$ cat src/rtl/water_heater_controller.sv
// water_heater_controller
// Purpose : latches the wash target on an accepted start, drives the heater relay
//           from water-sensor samples until the target is confirmed, then holds
//           the temperature with hysteresis. Flags timeout and overshoot faults.
// Latency : every output is registered, so outputs change on the edge after the input.
// Backpressure: none. Samples are consumed whenever water_temp_valid is high.
// Ports:
//   clk                  in   1  system clock, rising edge
//   reset                in   1  asynchronous, active-low reset
//   start                in   1  one-cycle start request, honoured only in IDLE
//   abort                in   1  return to IDLE from any state
//   selected_temperature in   6  target in degC, sampled on an accepted start
//   water_temp           in   6  sensor reading in degC
//   water_temp_valid     in   1  water_temp is valid this cycle
//   heater_on            out  1  heater relay drive
//   temp_reached         out  1  high in HOLD
//   busy                 out  1  high in any state other than IDLE
//   fault                out  1  high in FAULT
//   target_temperature   out  6  latched target
module water_heater_controller #(
  parameter int HYSTERESIS     = 2,
  parameter int SETTLE_SAMPLES = 3,
  parameter int TIMEOUT_CYCLES = 600,
  parameter int OVERSHOOT      = 8
) (
  input  logic       clk,
  input  logic       reset,
  input  logic       start,
  input  logic       abort,
  input  logic [5:0] selected_temperature,
  input  logic [5:0] water_temp,
  input  logic       water_temp_valid,
  output logic       heater_on,
  output logic       temp_reached,
  output logic       busy,
  output logic       fault,
  output logic [5:0] target_temperature
);

  localparam int TIMER_W  = $clog2(TIMEOUT_CYCLES + 1);
  localparam int SETTLE_W = $clog2(SETTLE_SAMPLES + 1);

  localparam logic [1:0] ST_IDLE    = 2'd0;
  localparam logic [1:0] ST_HEATING = 2'd1;
  localparam logic [1:0] ST_HOLD    = 2'd2;
  localparam logic [1:0] ST_FAULT   = 2'd3;

  localparam logic [TIMER_W-1:0]  TIMER_LAST  = TIMER_W'(TIMEOUT_CYCLES - 1);
  localparam logic [SETTLE_W-1:0] SETTLE_DONE = SETTLE_W'(SETTLE_SAMPLES);
  localparam logic [6:0]          OVERSHOOT_7 = 7'(OVERSHOOT);
  localparam logic [6:0]          HYST_7      = 7'(HYSTERESIS);

  // Registered state
  logic [1:0]          r_state;
  logic [TIMER_W-1:0]  r_timer;
  logic [SETTLE_W-1:0] r_settle;
  logic [5:0]          r_target;
  logic                r_heater;
  logic                r_reached;
  logic                r_busy;
  logic                r_fault;

  // Sample qualification
  logic [6:0]          w_sample_ext;
  logic [6:0]          w_target_ext;
  logic [6:0]          w_hyst_thr;
  logic                w_overshoot;
  logic                w_at_target;
  logic                w_below_thr;
  logic                w_timeout;
  logic [SETTLE_W-1:0] w_settle_inc;
  logic [SETTLE_W-1:0] w_settle_upd;
  logic                w_settled;

  // Next-state values
  logic [1:0]          w_nxt_state;
  logic [TIMER_W-1:0]  w_nxt_timer;
  logic [SETTLE_W-1:0] w_nxt_settle;
  logic [5:0]          w_nxt_target;
  logic                w_nxt_heater;

  // Comparisons are widened to 7 bits so target + OVERSHOOT cannot wrap near 63.
  assign w_sample_ext = {1'b0, water_temp};
  assign w_target_ext = {1'b0, r_target};
  assign w_overshoot  = water_temp_valid && (w_sample_ext > (w_target_ext + OVERSHOOT_7));
  assign w_at_target  = (water_temp >= r_target);

  // Re-enable threshold clamps at 0; with a threshold of 0 no sample is below
  // it, which keeps the heater off for cold or very low targets.
  assign w_hyst_thr   = (w_target_ext > HYST_7) ? (w_target_ext - HYST_7) : 7'd0;
  assign w_below_thr  = (w_sample_ext < w_hyst_thr);

  assign w_timeout    = (r_timer == TIMER_LAST);

  // Saturating settle counter; invalid cycles leave it untouched.
  assign w_settle_inc = (r_settle == SETTLE_DONE) ? r_settle : (r_settle + 1'b1);

  always_comb begin
    w_settle_upd = r_settle;
    if (water_temp_valid) begin
      w_settle_upd = w_at_target ? w_settle_inc : '0;
    end
  end

  assign w_settled = water_temp_valid && w_at_target && (w_settle_upd == SETTLE_DONE);

  always_comb begin
    w_nxt_state  = r_state;
    w_nxt_timer  = r_timer;
    w_nxt_settle = r_settle;
    w_nxt_target = r_target;
    w_nxt_heater = r_heater;

    if (abort) begin
      // Abort wins over everything, including a simultaneous start in IDLE.
      w_nxt_state  = ST_IDLE;
      w_nxt_timer  = '0;
      w_nxt_settle = '0;
      w_nxt_heater = 1'b0;
    end else begin
      case (r_state)
        ST_IDLE: begin
          w_nxt_heater = 1'b0;
          if (start) begin
            w_nxt_target = selected_temperature;
            w_nxt_timer  = '0;
            w_nxt_settle = '0;
            if (selected_temperature == 6'd0) begin
              // Cold wash: nothing to heat, go straight to holding.
              w_nxt_state  = ST_HOLD;
              w_nxt_heater = 1'b0;
            end else begin
              w_nxt_state  = ST_HEATING;
              w_nxt_heater = 1'b1;
            end
          end
        end

        ST_HEATING: begin
          if (w_overshoot || w_timeout) begin
            w_nxt_state  = ST_FAULT;
            w_nxt_timer  = '0;
            w_nxt_settle = '0;
            w_nxt_heater = 1'b0;
          end else if (w_settled) begin
            w_nxt_state  = ST_HOLD;
            w_nxt_timer  = '0;
            w_nxt_settle = '0;
            w_nxt_heater = 1'b0;
          end else begin
            w_nxt_timer  = r_timer + 1'b1;
            w_nxt_settle = w_settle_upd;
            w_nxt_heater = 1'b1;
          end
        end

        ST_HOLD: begin
          if (w_overshoot) begin
            w_nxt_state  = ST_FAULT;
            w_nxt_heater = 1'b0;
          end else if (water_temp_valid && w_below_thr) begin
            w_nxt_heater = 1'b1;
          end else if (water_temp_valid && w_at_target) begin
            w_nxt_heater = 1'b0;
          end
        end

        ST_FAULT: begin
          w_nxt_heater = 1'b0;
        end

        default: begin
          w_nxt_state  = ST_IDLE;
          w_nxt_timer  = '0;
          w_nxt_settle = '0;
          w_nxt_heater = 1'b0;
        end
      endcase
    end
  end

  // Flags are decoded from the next state so they change on the same edge as it.
  always_ff @(posedge clk or negedge reset) begin
    if (!reset) begin
      r_state   <= ST_IDLE;
      r_timer   <= '0;
      r_settle  <= '0;
      r_target  <= '0;
      r_heater  <= 1'b0;
      r_reached <= 1'b0;
      r_busy    <= 1'b0;
      r_fault   <= 1'b0;
    end else begin
      r_state   <= w_nxt_state;
      r_timer   <= w_nxt_timer;
      r_settle  <= w_nxt_settle;
      r_target  <= w_nxt_target;
      r_heater  <= w_nxt_heater;
      r_reached <= (w_nxt_state == ST_HOLD);
      r_busy    <= (w_nxt_state != ST_IDLE);
      r_fault   <= (w_nxt_state == ST_FAULT);
    end
  end

  assign heater_on          = r_heater;
  assign temp_reached       = r_reached;
  assign busy               = r_busy;
  assign fault              = r_fault;
  assign target_temperature = r_target;

endmodule

$ cat config.mk
export PLATFORM = sky130hd
export DESIGN_NAME = water_heater_controller
export DESIGN_NICKNAME = d
export VERILOG_FILES = /design/src/rtl/water_heater_controller.sv
export SDC_FILE = /design/constraint.sdc
export NUM_CORES = 1
export LEC_CHECK = 0
export BUFFER_PORTS_ARGS = -buffer_cell sky130_fd_sc_hd__buf_4
export CORE_ASPECT_RATIO = 1.75
export CORE_UTILIZATION = 51
export CTS_CLUSTER_DIAMETER = 40
export DETAILED_ROUTE_END_ITERATION = 16
export PLACE_DENSITY_LB_ADDON = 0.12
export SLEW_MARGIN = 20
export SYNTH_ARGS = -nofsm -noshare
export SYNTH_HDL_FRONTEND = slang
export SYNTH_SLANG_ARGS = --single-unit
$ cat constraint.sdc
create_clock -name clk -period 2.4 [get_ports clk]
set_input_delay 0.36 -clock clk [delete_from_list [all_inputs] [get_ports clk]]
set_output_delay 0.36 -clock clk [all_outputs]
set_load 0.05 [all_outputs]
Yosys cells after proc, flatten, opt, wreduce, memory -nomap -nowiden
Cells that the tools add are included.
{ "totals": {"reg_bits": 24, "word_cells": 68} }
{ "classes": {"add_sub_neg": 4, "magnitude_cmp": 4, "eq_ne": 10, "muxes": 30, "n_bitwise": 1, "reduce_logical": 11} }
{ "op_table": {"columns": ["op", "n"], "rows": [
  ["$mux W10", 4],
  ["$mux W2", 13],
  ["$pmux W10 S2", 1],
  ["$eq A2 B2 Y1 const B", 6],
  ["$add A10 B1 Y10 const B", 1],
  ["$eq A10 B10 Y1 const B", 1],
  ["$mux W1", 8],
  ["$add A6 B4 Y7 const B", 1],
  ["$gt A6 B7 Y1", 1],
  ["$lt A6 B7 Y1", 1],
  ["$mux W7", 1],
  ["$sub A6 B2 Y7 const B", 1],
  ["$ge A6 B6 Y1", 1],
  ["$gt A6 B2 Y1 const B", 1],
  ["$logic_not A6 Y1", 1],
  ["$pmux W2 S3", 1],
  ["$ne A5 B5 Y1 const B", 1],
  ["$logic_and A1 B1 Y1", 4],
  ["$pmux W1 S4", 1],
  ["$pmux W2 S2", 1],
  ["$ne A3 B3 Y1 const B", 1],
  ["$reduce_and A3 Y1", 1],
  ["$reduce_bool A3 Y1", 1],
  ["$add A2 B1 Y2 const B", 1],
  ["6 further kinds", 6]
]} }

Depth between registers and ports, before layout
Gate-level depths: netlist of the first run.
{ "depth": {"depth_word": 11, "ltp_mapped": 12} }

Least setup slack after synthesis of the first run
OpenSTA, ideal clock, no wires.
{ "synth_path": {"path_type": "reg2reg", "from": "register r_target[3], in the netlist target_temperature[3]", "to": "register r_fault, in the netlist fault", "setup_time_ns": 0.072, "t_arrival_ns": 2.756, "slack_ns": -0.428, "stages_incl_launch_ff": 11, "n_path_buf": 0, "cell_sequence": "dfrtp_1 -> inv_1 -> ha_1 -> inv_1 -> ha_1 -> and4b_1 -> and3_1 -> a311oi_2 -> a21oi_1 -> a221o_1 -> nor2_1"} }
{ "synth_via": {"elab_chain_cells": 10, "word_cells_on_any_way": 16, "classes_between": "add/sub (1); order compare (2); eq/ne (2); mux (7); reduce/logical (4)"} }
{ "synth_rtl": {"columns": ["item", "line_no", "rtl"], "rows": [
  ["start, declared", "57", "logic [5:0] r_target;"],
  ["start signal, assigned", "197", "r_target <= w_nxt_target;"],
  ["parallel branches: the longest is 7 deep, another holds $add A6 B4 Y7", null, null],
  ["$pmux W2 S3 (*)", "121", "case (r_state)"],
  ["$mux W2 (*)", "114", "if (abort) begin"],
  ["$eq A2 B2 Y1 (*)", "201", "r_fault <= (w_nxt_state == ST_FAULT);"],
  ["end signal, assigned", "201", null],
  ["end, declared", "61", "logic r_fault;"]
]} }
Every way passes the cells marked *.
A chain may end at the register's enable or synchronous reset.

Final worst setup path of the first run
{ "layout_path": {"from": "register r_target[3], in the netlist target_temperature[3]", "to": "register r_timer[0]"} }
{ "layout_via": {"elab_chain_cells": 9, "word_cells_on_any_way": 14, "classes_between": "add/sub (1); order compare (2); eq/ne (1); mux (6); reduce/logical (4)"} }
{ "layout_rtl": {"columns": ["item", "line_no", "rtl"], "rows": [
  ["parallel branches: the longest is 6 deep, another holds $add A6 B4 Y7", null, null],
  ["$mux W10 (*)", "140", "if (w_overshoot || w_timeout) begin"],
  ["$pmux W10 S2 (*)", "121", null],
  ["$mux W10 (*)", "114", null],
  ["end signal, assigned", "195", "r_timer <= w_nxt_timer;"],
  ["end, declared", "55", "logic [TIMER_W-1:0] r_timer;"]
]} }
Marked as above.

==> results.md, run 1 <==
* Ranking of synthesized cells by area: dfrtp_1, ha_1, a21oi_1, nand2_1, a22o_1
* Row cnt at 27
* Sequential Power Share at 0.251
* Synth top area share at 0.354
* Flops & latches, synth at 24
* Period minus WS final at 2.50 ns
* GRT Residual Overflow at 0
* CP Launch Type: register
* Via density per instance at slightly below 6
* CTS tree: yes
* Comb power frac at 0.581
* Critical path class: register to register
* Cell taking the most area after synthesis: dfrtp_1
* Fin Hold WS at just over 0.3 ns
* Worst hold-check path type: primary input to register
* Placed Cells at around 270
* Mapped Area at 1700 µm²
* Starting Density at 0.540
* GR met3 Demand/Resource at 0.0253
* First-pass GRT wire length at 7560 µm
* RSZ-0062 raised after global routing: yes
* Pin count of the biggest net entering global routing at 25
* Clock Power Share at 0.168
* Mapped Cells at around 180
* Synth warn at 0
* Hold_sp: selected_temperature[5]
* P_int at 0.00123 W
* Final Max Slew Viols at 0
* Period utilisation layout at 1.04
* PD cells at just over 900 nW/µm²
* Clk_lat worst skew at 0.27 ns
* Post-synth top cells: dfrtp_1, ha_1, nand2_1
* Worst Skew at 0.00268 ns
* Failing checks: negative setup slack
* Area Growth Syn to Fin at 38.9%
* Met2 Use GR at 0.561
* Routed vias at 1625
* Wire length per cell at 17.0 µm
* Critical Path End Type: register
* Post-synth EDFFs at 0
* End-of-flow core utilization at 0.750
* Fin area at 2360 µm²
* CTS sink cnt at 24
* Drt first pass iters at 4
* Most numerous cell in the Yosys netlist: dfrtp_1
* Leakage power at 1.10 nW
* Die W at 45.6 µm
* Syn avg cell area at 9.37 µm²
* Die height at roughly 78 µm
* Critical Path AT at ~2.7 ns
* Final setup violation count at 16
* Fin nets at between 200 and 300
* Setup TNS at -0.681 ns
* Initial antenna violation count at 0
* Fin. Hold Viols at 0
* Switching pwr at 0.000910 W
* Top FF cell, synth: dfrtp_1
* WP data required at 2.56 ns
* Io pins at 27
* Layout Cells excl Fill at 277
* Max Clk Rate at 400 MHz
* IO buf count at 26
* Busiest grt layer: met2
* Initial DRC count at 26
* Async SR Flop Fraction at 1.00
* Clock transition at path regs at ~0.090 ns
* Deepest clock path buffer count at 2
* VDD IR max at 0.000762 V
* Worst-path fanout max at 6
* Max cap viols at 0
* Worst Tran Pin Value at 0.445 ns
* # diodes at 0
* Core box area at 3140 µm²
* Relative slew slack at 0.702
* CTS H-tree depth at 1
* Share of layout cells above drive strength 1 at 0.406
* Area post-placement at roughly 2200 µm²
* Synth Net Count at about 220
* Cts bufs inserted at 3
* Net Sw Frac at 0.426
* Critical Path Source: target_temperature[3]
* Reg2reg start: target_temperature[3]
* Outcome: finished with violations
* All-Layer GR Usage at 0.287
* Final WS setup at -0.102 ns
* Placer Congestion at roughly 0.86
* Total wire length at between 4000 and 5000 µm
* Cell variety after synth at 49
* GR Layer Usage met1 at 0.266
* Seq/Total Area, Yosys at 0.354
* Post-route ant nets at 0
* Die area at 3570 µm²
* Vias in the first global route at 1756
* DR DRC count at 0
* CTS root buf: clkbuf_8
* Dpl hpwl at about 3700 µm
-- cell type report --
class	instances	area (µm²)
Tap cell	43	53.8
Fill cell	240	786
Sequential cell	24	609
Timing Repair Buffer	52	397
Clock inverter	1	30.0
Multi-Input combinational cell	143	1180
Clock buffer	3	41.3
Inverter	11	41.3
-- kinds of logic after synthesis --
family	count (synthesis)	synth area share
buffers and inverters	14	0.0354
flip-flops	24	0.354
multiplexers	3	0.0192
adder cells (fa/ha/maj)	18	0.133
AND/OR/NAND/NOR	65	0.216
AO/OA/AOI/OAI	51	0.212
XOR/XNOR	6	0.0310
-- metal layers --
layer	part of all wire	routed length (µm)
met4	0.048	226
met3	0.018	87
met1	0.35	1660
met2	0.58	2740
met5	0	0
-- per-stage QoR --
step	setup WS [ns]	total power, W
floorplan	-0.114	0.00124
global placement	-0.149	0.00160
detailed placement	-0.244	0.00164
CTS	-0.120	0.00211
global route	-0.232	0.00227
finish	-0.102	0.00214
-- timing repair --
action	CTS	global route
buffers inserted	3	1
hold buffers	1	0
endpoints found under the hold margin	24	0
setup endpoints to repair	14	17
pin swaps	9	6
resized for setup	12	3
-- power by group through the flow --
stage          combinational, W  sequential, W  clock (W)
6_report                0.00124       0.000537   0.000359
5_1_grt                 0.00135       0.000544   0.000377
4_1_cts                 0.00121       0.000537   0.000363
3_5_place_dp            0.00110       0.000541          0
3_3_place_gp            0.00106       0.000537          0
2_1_floorplan          0.000550       0.000694          0
-- critical path, cell delays in order, from the launching register on --
cell      delay, ns
dfrtp_4        0.53
ha_4           0.18
xnor2_2        0.13
ha_1           0.29
and4b_1        0.24
and3_4         0.16
a311oi_4       0.34
a211oi_4       0.10
buf_4          0.17
mux2_2         0.26
-- sequential cells by signal, indices dropped and copies added, names as in the netlist --
signal / cells
heater_on: 1
r_state: 2
r_settle: 2
busy: 1
target_temperature: 6
fault: 1
r_timer: 10
temp_reached: 1
-- worst paths after layout --
kind                                          to  slack [ns]  cells after the start
min reg2reg                           r_timer[3]        0.53                      1
min                        target_temperature[5]        0.30                      3
min in group asynchronous            r_settle[1]        0.52                      2
max                                   r_timer[0]       -0.10                      9
max reg2reg                           r_timer[0]       -0.10                      9
max in group asynchronous  target_temperature[3]        1.61                      2
-- cells in the final DEF (no fill, tap or decap), types with 5 or more instances in the layout --
master    instances
buf_4            50
dfrtp_1          19
nand2_1          16
ha_1             14
nor2_1           10
a21oi_2           8
a21oi_1           7
inv_2             6
nand2b_1          6
o21ai_1           6
a22o_1            6
inv_1             5
nand3_1           5
a31oi_1           5
(Power assumes the default switching activity.)
==> run 2: changes to the inputs <==
--- a/config.mk
+++ b/config.mk
@@ -7,7 +7,7 @@
 export LEC_CHECK = 0
 export BUFFER_PORTS_ARGS = -buffer_cell sky130_fd_sc_hd__buf_4
 export CORE_ASPECT_RATIO = 1.75
-export CORE_UTILIZATION = 51
+export CORE_UTILIZATION = 50
 export CTS_CLUSTER_DIAMETER = 40
 export DETAILED_ROUTE_END_ITERATION = 16
 export PLACE_DENSITY_LB_ADDON = 0.12
==> run 2 against run 1 <==
The run still ends with negative setup slack left; combinational power rose by 8%; non-clock buffer count rose by 3; register-to-register slack worse by 0.04 ns; sequential cell count unchanged; maximum frequency decreased by 1.4%; global-route usage is 0.42 points higher.
==> results.md, run 2 (synthesis gave the netlist of run 1 again) <==
* Power Total at 0.00226 W (was 0.00214 W)
* Comb power frac at 0.592 (was 0.581)
* Max Clk Rate at 394 MHz (was 400 MHz)
* Period utilisation layout at 1.06 (was 1.04)
* # diodes at 0 (unchanged)
* Deepest clock path buffer count at 2 (unchanged)
* DR DRC count at 0 (unchanged)
* Switching pwr at 0.000957 W (was 0.000910 W)
* Dpl ws at -0.177 ns (was -0.244 ns)
* Cells on Worst Hold Path at 3 (unchanged)
* Period minus WS final at 2.54 ns (was 2.50 ns)
* Worst Tran Pin Value at 0.452 ns (was 0.445 ns)
* Most frequent cells in the layout: buf_4, dfrtp_1, nand2_1 (unchanged)
* Sequential Power Share at 0.246 (was 0.251)
* Core box area at 3180 µm² (was 3140 µm²)
* Critical path class: register to register (unchanged)
* CTS tree: yes (unchanged)
* Wire length per cell at 17.7 µm (was 17.0 µm)
* CTS sink cnt at 24 (unchanged)
* Share of layout cells above drive strength 1 at 0.430 (was 0.406)
* GRT Residual Overflow at 0 (unchanged)
* Post-route ant nets at 0 (unchanged)
* Final Max Slew Viols at 0 (unchanged)
* Fin. Hold Viols at 0 (unchanged)
* Die height at 79.1 µm (was 78.3 µm)
* CTS root buf: clkbuf_8 (unchanged)
* Die W at 46.0 µm (was 45.6 µm)
* Placed Cells at 270 (was 268)
* PD cells at 928 nW/µm² (was 907 nW/µm²)
* Reg2Reg Capture Point: r_timer[8] (was r_timer[0])
* Pin count of the biggest net entering global routing at 25 (unchanged)
* Commonest non-fill, non-tap cell in the layout: buf_4 (unchanged)
* Final setup violation count at 16 (unchanged)
* Relative slew slack at 0.698 (was 0.702)
* Hold_sp: selected_temperature[3] (was selected_temperature[5])
* VDD IR max at 0.000859 V (was 0.000762 V)
* Max cap viols at 0 (unchanged)
* Reg2Reg Depth at 10 (was 9)
* Starting Density at 0.534 (was 0.540)
* Initial DRC count at 33 (was 26)
* Clock transition at path regs at 0.09 ns (about the same)
* Hold endpoint: target_temperature[3] (was target_temperature[5])
* CTS H-tree depth at 1 (unchanged)
* Net Sw Frac at 0.424 (was 0.426)
* Layout Cells excl Fill at 280 (was 277)
* Setup TNS at -1.19 ns (was -0.681 ns)
* Routed vias at 1684 (was 1625)
* Die area at 3640 µm² (was 3570 µm²)
* First-pass GRT wire length at 7690 µm (was 7560 µm)
* Outcome: finished with violations (unchanged)
* Row cnt at 27 (unchanged)
* Worst Skew at 0.00652 ns (was 0.00268 ns)
* Worst hold-check path type: primary input to register (unchanged)
* Fin area at 2430 µm² (was 2360 µm²)
* Area Growth Syn to Fin at 43.3% (was 38.9%)
* CP Launch Type: register (unchanged)
* Final WS setup at -0.139 ns (was -0.102 ns)
* Dpl hpwl at 3740 µm (was 3700 µm)
* P_int at 0.00130 W (was 0.00123 W)
* Cts bufs inserted at 3 (unchanged)
* Placer Congestion at 0.805 (was 0.861)
* Critical Path AT at 2.71 ns (was 2.67 ns)
* Worst-path fanout max at 7 (was 6)
* IO buf count at 26 (unchanged)
* Max FFs per register at 10 (unchanged)
* Vias in the first global route at 1741 (was 1756)
* Reg2reg start: target_temperature[3] (unchanged)
* Total wire length at 4970 µm (was 4720 µm)
* Initial antenna violation count at 0 (unchanged)
* Leakage power at 1.13 nW (was 1.10 nW)
* Clock Power Share at 0.162 (was 0.168)
* RSZ-0062 raised after global routing: yes (unchanged)
* Fin nets at 273 (was 270)
* Failing checks: negative setup slack (unchanged)
* WP data required at 2.57 ns (was 2.56 ns)
* All-Layer GR Usage at 0.291 (was 0.287)
* Critical Path End Type: register (unchanged)
* Via density per instance at 6.01 (was 5.87)
* Drt first pass iters at 4 (unchanged)
* Io pins at 27 (unchanged)
* Largest Register: r_timer (unchanged)
* R2r setup slk at -0.14 ns (was -0.10 ns)
* Area post-placement at 2190 µm² (was 2170 µm²)
* Clk_lat worst skew at 0.28 ns (was 0.27 ns)
run 2: worst max-delay path by stage:
| stage | startpoint | end | slack, ns | depth (start not counted) |
|---|---|---|---|---|
| 6_report | target_temperature[3] | r_timer[8] | -0.14 | 10 |
| 3_3_place_gp | target_temperature[3] | fault | -0.1 | 9 |
| 4_1_cts | target_temperature[3] | r_timer[8] | -0.15 | 10 |
| 2_1_floorplan | target_temperature[3] | fault | -0.11 | 9 |
| 5_1_grt | target_temperature[3] | r_timer[8] | -0.20 | 10 |
| 3_5_place_dp | target_temperature[3] | fault | -0.18 | 9 |
run 2: power groups by stage:
stage	Sequential (W)	Combinational [W]	Clock (W)
2_1_floorplan	0.000694	0.000550	0
3_3_place_gp	0.000541	0.00106	0
3_5_place_dp	0.000547	0.00112	0
4_1_cts	0.000541	0.00117	0.000364
5_1_grt	0.000560	0.00144	0.000383
6_report	0.000555	0.00134	0.000365
run 2: worst max-delay path, stage by stage (launching register included):
cell and delay [ns]:
dfrtp_4 0.54, ha_4 0.18, xnor2_2 0.13, ha_1 0.29
and4b_1 0.22, and3_4 0.17, a311oi_4 0.32, a211oi_4 0.11
buf_6 0.16, buf_6 0.11, a22o_1 0.19
run 2: routing by layer:
layer / vias up / GRT usage / share of wire / routed length (µm)
li1: 781 / - / - / -
met1: 841 / 0.267 / 0.33 / 1630
met2: 47 / 0.589 / 0.62 / 3070
met3: 15 / 0.0227 / 0.022 / 111
met4: 0 / 0.115 / 0.031 / 153
met5: - / 0 / 0 / 0
run 2: metrics by stage:
step           utilization  hold WS (ns)
3_5_place_dp         0.689         0.280
5_1_grt              0.766         0.302
3_3_place_gp         0.689         0.269
4_1_cts              0.729         0.303
2_1_floorplan            -        0.0644
6_report             0.766         0.302
run 2: layout make-up:
cell class	instances	area, µm²
clock buffer	3	41.3
clock inverter	1	30.0
fill	235	744
inverter	11	46.3
multi-input combinational	143	1220
sequential	24	609
tap	43	53.8
timing repair buffer	55	430
run 2: what timing repair did:
item,in CTS,in global routing
setup endpoints to repair,18,18
resized for setup,7,19
buffers inserted,4,3
endpoints found under the hold margin,24,0
pin swaps,12,15
hold buffers,1,0
==> run 3: changes to the inputs <==
--- a/config.mk
+++ b/config.mk
@@ -10,8 +10,10 @@
 export CORE_UTILIZATION = 50
 export CTS_CLUSTER_DIAMETER = 40
 export DETAILED_ROUTE_END_ITERATION = 16
-export PLACE_DENSITY_LB_ADDON = 0.12
+export PLACE_DENSITY = 0.84
+export SETUP_SLACK_MARGIN = 0.3
 export SLEW_MARGIN = 20
 export SYNTH_ARGS = -nofsm -noshare
 export SYNTH_HDL_FRONTEND = slang
 export SYNTH_SLANG_ARGS = --single-unit
+export TNS_END_PERCENT = 50
==> run 3 against run 2 <==
The run still ends with negative setup slack left; clock power down 24%; worst setup slack better by 0.024 ns; via count down 0.53%; first-iteration DRC count rose to 2.6 times the previous value; critical endpoint is now temp_reached; sequential cell count unchanged.
==> results.md, run 3 (synthesis gave the netlist of run 1 again) <==
* Leakage power at 1.10 nW (was 1.13 nW)
* RSZ-0062 raised after global routing: yes (unchanged)
* Reg2reg start: target_temperature[3] (unchanged)
* Worst hold-check path type: primary input to register (unchanged)
* Period minus WS final at 2.51 ns (was 2.54 ns)
* Vias in the first global route at 1715 (was 1741)
* CTS H-tree depth at 1 (unchanged)
* Core box area at 3180 µm² (unchanged)
* Max FFs per register at 10 (unchanged)
* Placer Congestion at 0.844 (was 0.805)
* Final setup violation count at 17 (was 16)
* Max cap viols at 0 (unchanged)
* IO buf count at 26 (unchanged)
* Most frequent cells in the layout: buf_4, dfrtp_1, nand2_1 (unchanged)
* Largest Register: r_timer (unchanged)
* Sequential Power Share at 0.246 (about the same)
* Critical Path End Type: register (unchanged)
* Row cnt at 27 (unchanged)
* WP data required at 2.60 ns (was 2.57 ns)
* First-pass GRT wire length at 7940 µm (was 7690 µm)
* Fin. Hold Viols at 0 (unchanged)
* Starting Density at 0.534 (unchanged)
* CP Launch Type: register (unchanged)
* Share of layout cells above drive strength 1 at 0.427 (was 0.430)
* VDD IR max at 0.000812 V (was 0.000859 V)
* PD cells at 914 nW/µm² (was 928 nW/µm²)
* Critical path class: register to register (unchanged)
* Area Growth Syn to Fin at 41.1% (was 43.3%)
* Final WS setup at -0.115 ns (was -0.139 ns)
* Deepest clock path buffer count at 2 (unchanged)
* Post-route ant nets at 0 (unchanged)
* Drt first pass iters at 4 (unchanged)
* Clock Power Share at 0.127 (was 0.162)
* Pin count of the biggest net entering global routing at 25 (unchanged)
* Worst Skew at 0.00303 ns (was 0.00652 ns)
* Critical Path AT at 2.72 ns (was 2.71 ns)
* Crit-path cells: ha_4 -> xnor2_2 -> ha_1 -> and4b_1 -> o21ai_2 -> a311oi_4 -> a21oi_2 -> a221o_1 -> nor2_1 (was ha_4 -> xnor2_2 -> ha_1 -> and4b_1 -> and3_4 -> a311oi_4 -> a211oi_4 -> buf_6 -> buf_6 -> a22o_1)
* Switching pwr at 0.000969 W (was 0.000957 W)
* Relative slew slack at 0.688 (was 0.698)
* Hold_sp: selected_temperature[1] (was selected_temperature[3])
* Io pins at 27 (unchanged)
* Failing checks: negative setup slack (unchanged)
* P_int at 0.00122 W (was 0.00130 W)
* Initial antenna violation count at 0 (unchanged)
* Die W at 46.0 µm (unchanged)
* All-Layer GR Usage at 0.307 (was 0.291)
* Fillers at 222 (was 235)
* Max Clk Rate at 398 MHz (was 394 MHz)
* Outcome: finished with violations (unchanged)
* Critical Path Source: target_temperature[3] (unchanged)
* # diodes at 0 (unchanged)
* Via density per instance at 6.09 (was 6.01)
* Clk_lat worst skew at 0.27 ns (was 0.28 ns)
* Die area at 3640 µm² (unchanged)
* Worst Tran Pin Value at 0.467 ns (was 0.452 ns)
* Max stage delay cell, worst path: dfrtp_4 (unchanged)
* Die height at 79.1 µm (unchanged)
* Initial DRC count at 87 (was 33)
* Setup TNS at -1.23 ns (was -1.19 ns)
* Worst-path fanout max at 4 (was 7)
* Power Total at 0.00219 W (was 0.00226 W)
* Dpl hpwl at 3380 µm (was 3740 µm)
* DR DRC count at 0 (unchanged)
* Comb power frac at 0.627 (was 0.592)
* Wire length per cell at 19.1 µm (was 17.7 µm)
* Net Sw Frac at 0.443 (was 0.424)
* Final Max Slew Viols at 0 (unchanged)
* Period utilisation layout at 1.05 (was 1.06)
* Fin Hold WS at 0.321 ns (was 0.302 ns)
* GRT Residual Overflow at 0 (unchanged)
* Routed vias at 1675 (was 1684)
* Placed Cells at 265 (was 270)
* CTS root buf: clkbuf_8 (unchanged)
* Total wire length at 5260 µm (was 4970 µm)
* CTS tree: yes (unchanged)
* Commonest non-fill, non-tap cell in the layout: buf_4 (unchanged)
* Cts bufs inserted at 3 (unchanged)
* Clock transition at path regs at 0.09 ns (about the same)
* Slowest cell delay on critical path at 0.52 ns (was 0.54 ns)
* Layout Cells excl Fill at 275 (was 280)
* CTS sink cnt at 24 (unchanged)
* Fin nets at 268 (was 273)
-- run 3: cell types whose count changed in the layout (fill, tap and decap cells not counted), sizes merged --
cell / before / now
buf: 54 / 48
clkbuf: 3 / 5
bufinv: 1 / 0
-- run 3: layout make-up --
class	instances	area [µm²]	share of cell area
Clock buffer	4	55.1	0.0230
Inverter	11	41.3	0.0173
Multi-Input combinational cell	143	1220	0.510
Sequential cell	24	608	0.254
Tap cell	43	53.8	0.0225
Timing Repair Buffer	50	415	0.174
-- run 3: per-layer routing --
layer / up-vias / track usage / part of all wire
met3: 24 / 0.0477 / 0.040
met2: 73 / 0.559 / 0.57
met1: 814 / 0.302 / 0.33
li1: 764 / - / -
met5: - / 0 / 0
met4: 0 / 0.174 / 0.058
-- run 3: worst paths after layout --
check	end	slack (ns)	depth (start not counted)
setup reg to reg	temp_reached	-0.11	9
setup / recovery	temp_reached	-0.11	9
min in group asynchronous	r_timer[1]	0.52	2
hold / removal	target_temperature[1]	0.32	3
hold reg to reg	r_timer[3]	0.55	1
max in group asynchronous	target_temperature[3]	1.62	2
-- run 3: through the flow --
stage | utilization | cell area (µm²) | worst slack (ns)
after floorplan | - | 1770 | -0.114
after global placement | 0.675 | 2140 | -0.121
after detailed placement | 0.675 | 2140 | -0.172
after CTS | 0.735 | 2330 | -0.00782
after global routing | 0.754 | 2390 | -0.202
final | 0.754 | 2390 | -0.115
-- run 3: critical path, delay by kind of cell, from the launching register on --
family | cells | cell delay, ns
XOR/XNOR | 1 | 0.14
flip-flops | 1 | 0.52
AO/OA/AOI/OAI | 4 | 0.95
adder cells (fa/ha/maj) | 2 | 0.48
AND/OR/NAND/NOR | 2 | 0.36
-- run 3: power by group through the flow --
| stage | Sequential, W | Combinational, W | Clock [W] |
|---|---|---|---|
| 6_report | 0.000538 | 0.00137 | 0.000278 |
| 5_1_grt | 0.000540 | 0.00146 | 0.000295 |
| 4_1_cts | 0.000530 | 0.00125 | 0.000277 |
| 3_5_place_dp | 0.000536 | 0.00108 | 0 |
| 3_3_place_gp | 0.000533 | 0.00105 | 0 |
| 2_1_floorplan | 0.000692 | 0.000546 | 0 |
-- run 3: timing repair --
| item | in CTS | in global routing |
|---|---|---|
| gates cloned | 0 | 1 |
| endpoints found under the hold margin | 24 | 0 |
| buffers inserted | 3 | 1 |
| hold buffers | 1 | 0 |
| gates resized for setup | 21 | 8 |
| endpoints found under the setup margin | 18 | 18 |
| pin swaps | 21 | 16 |
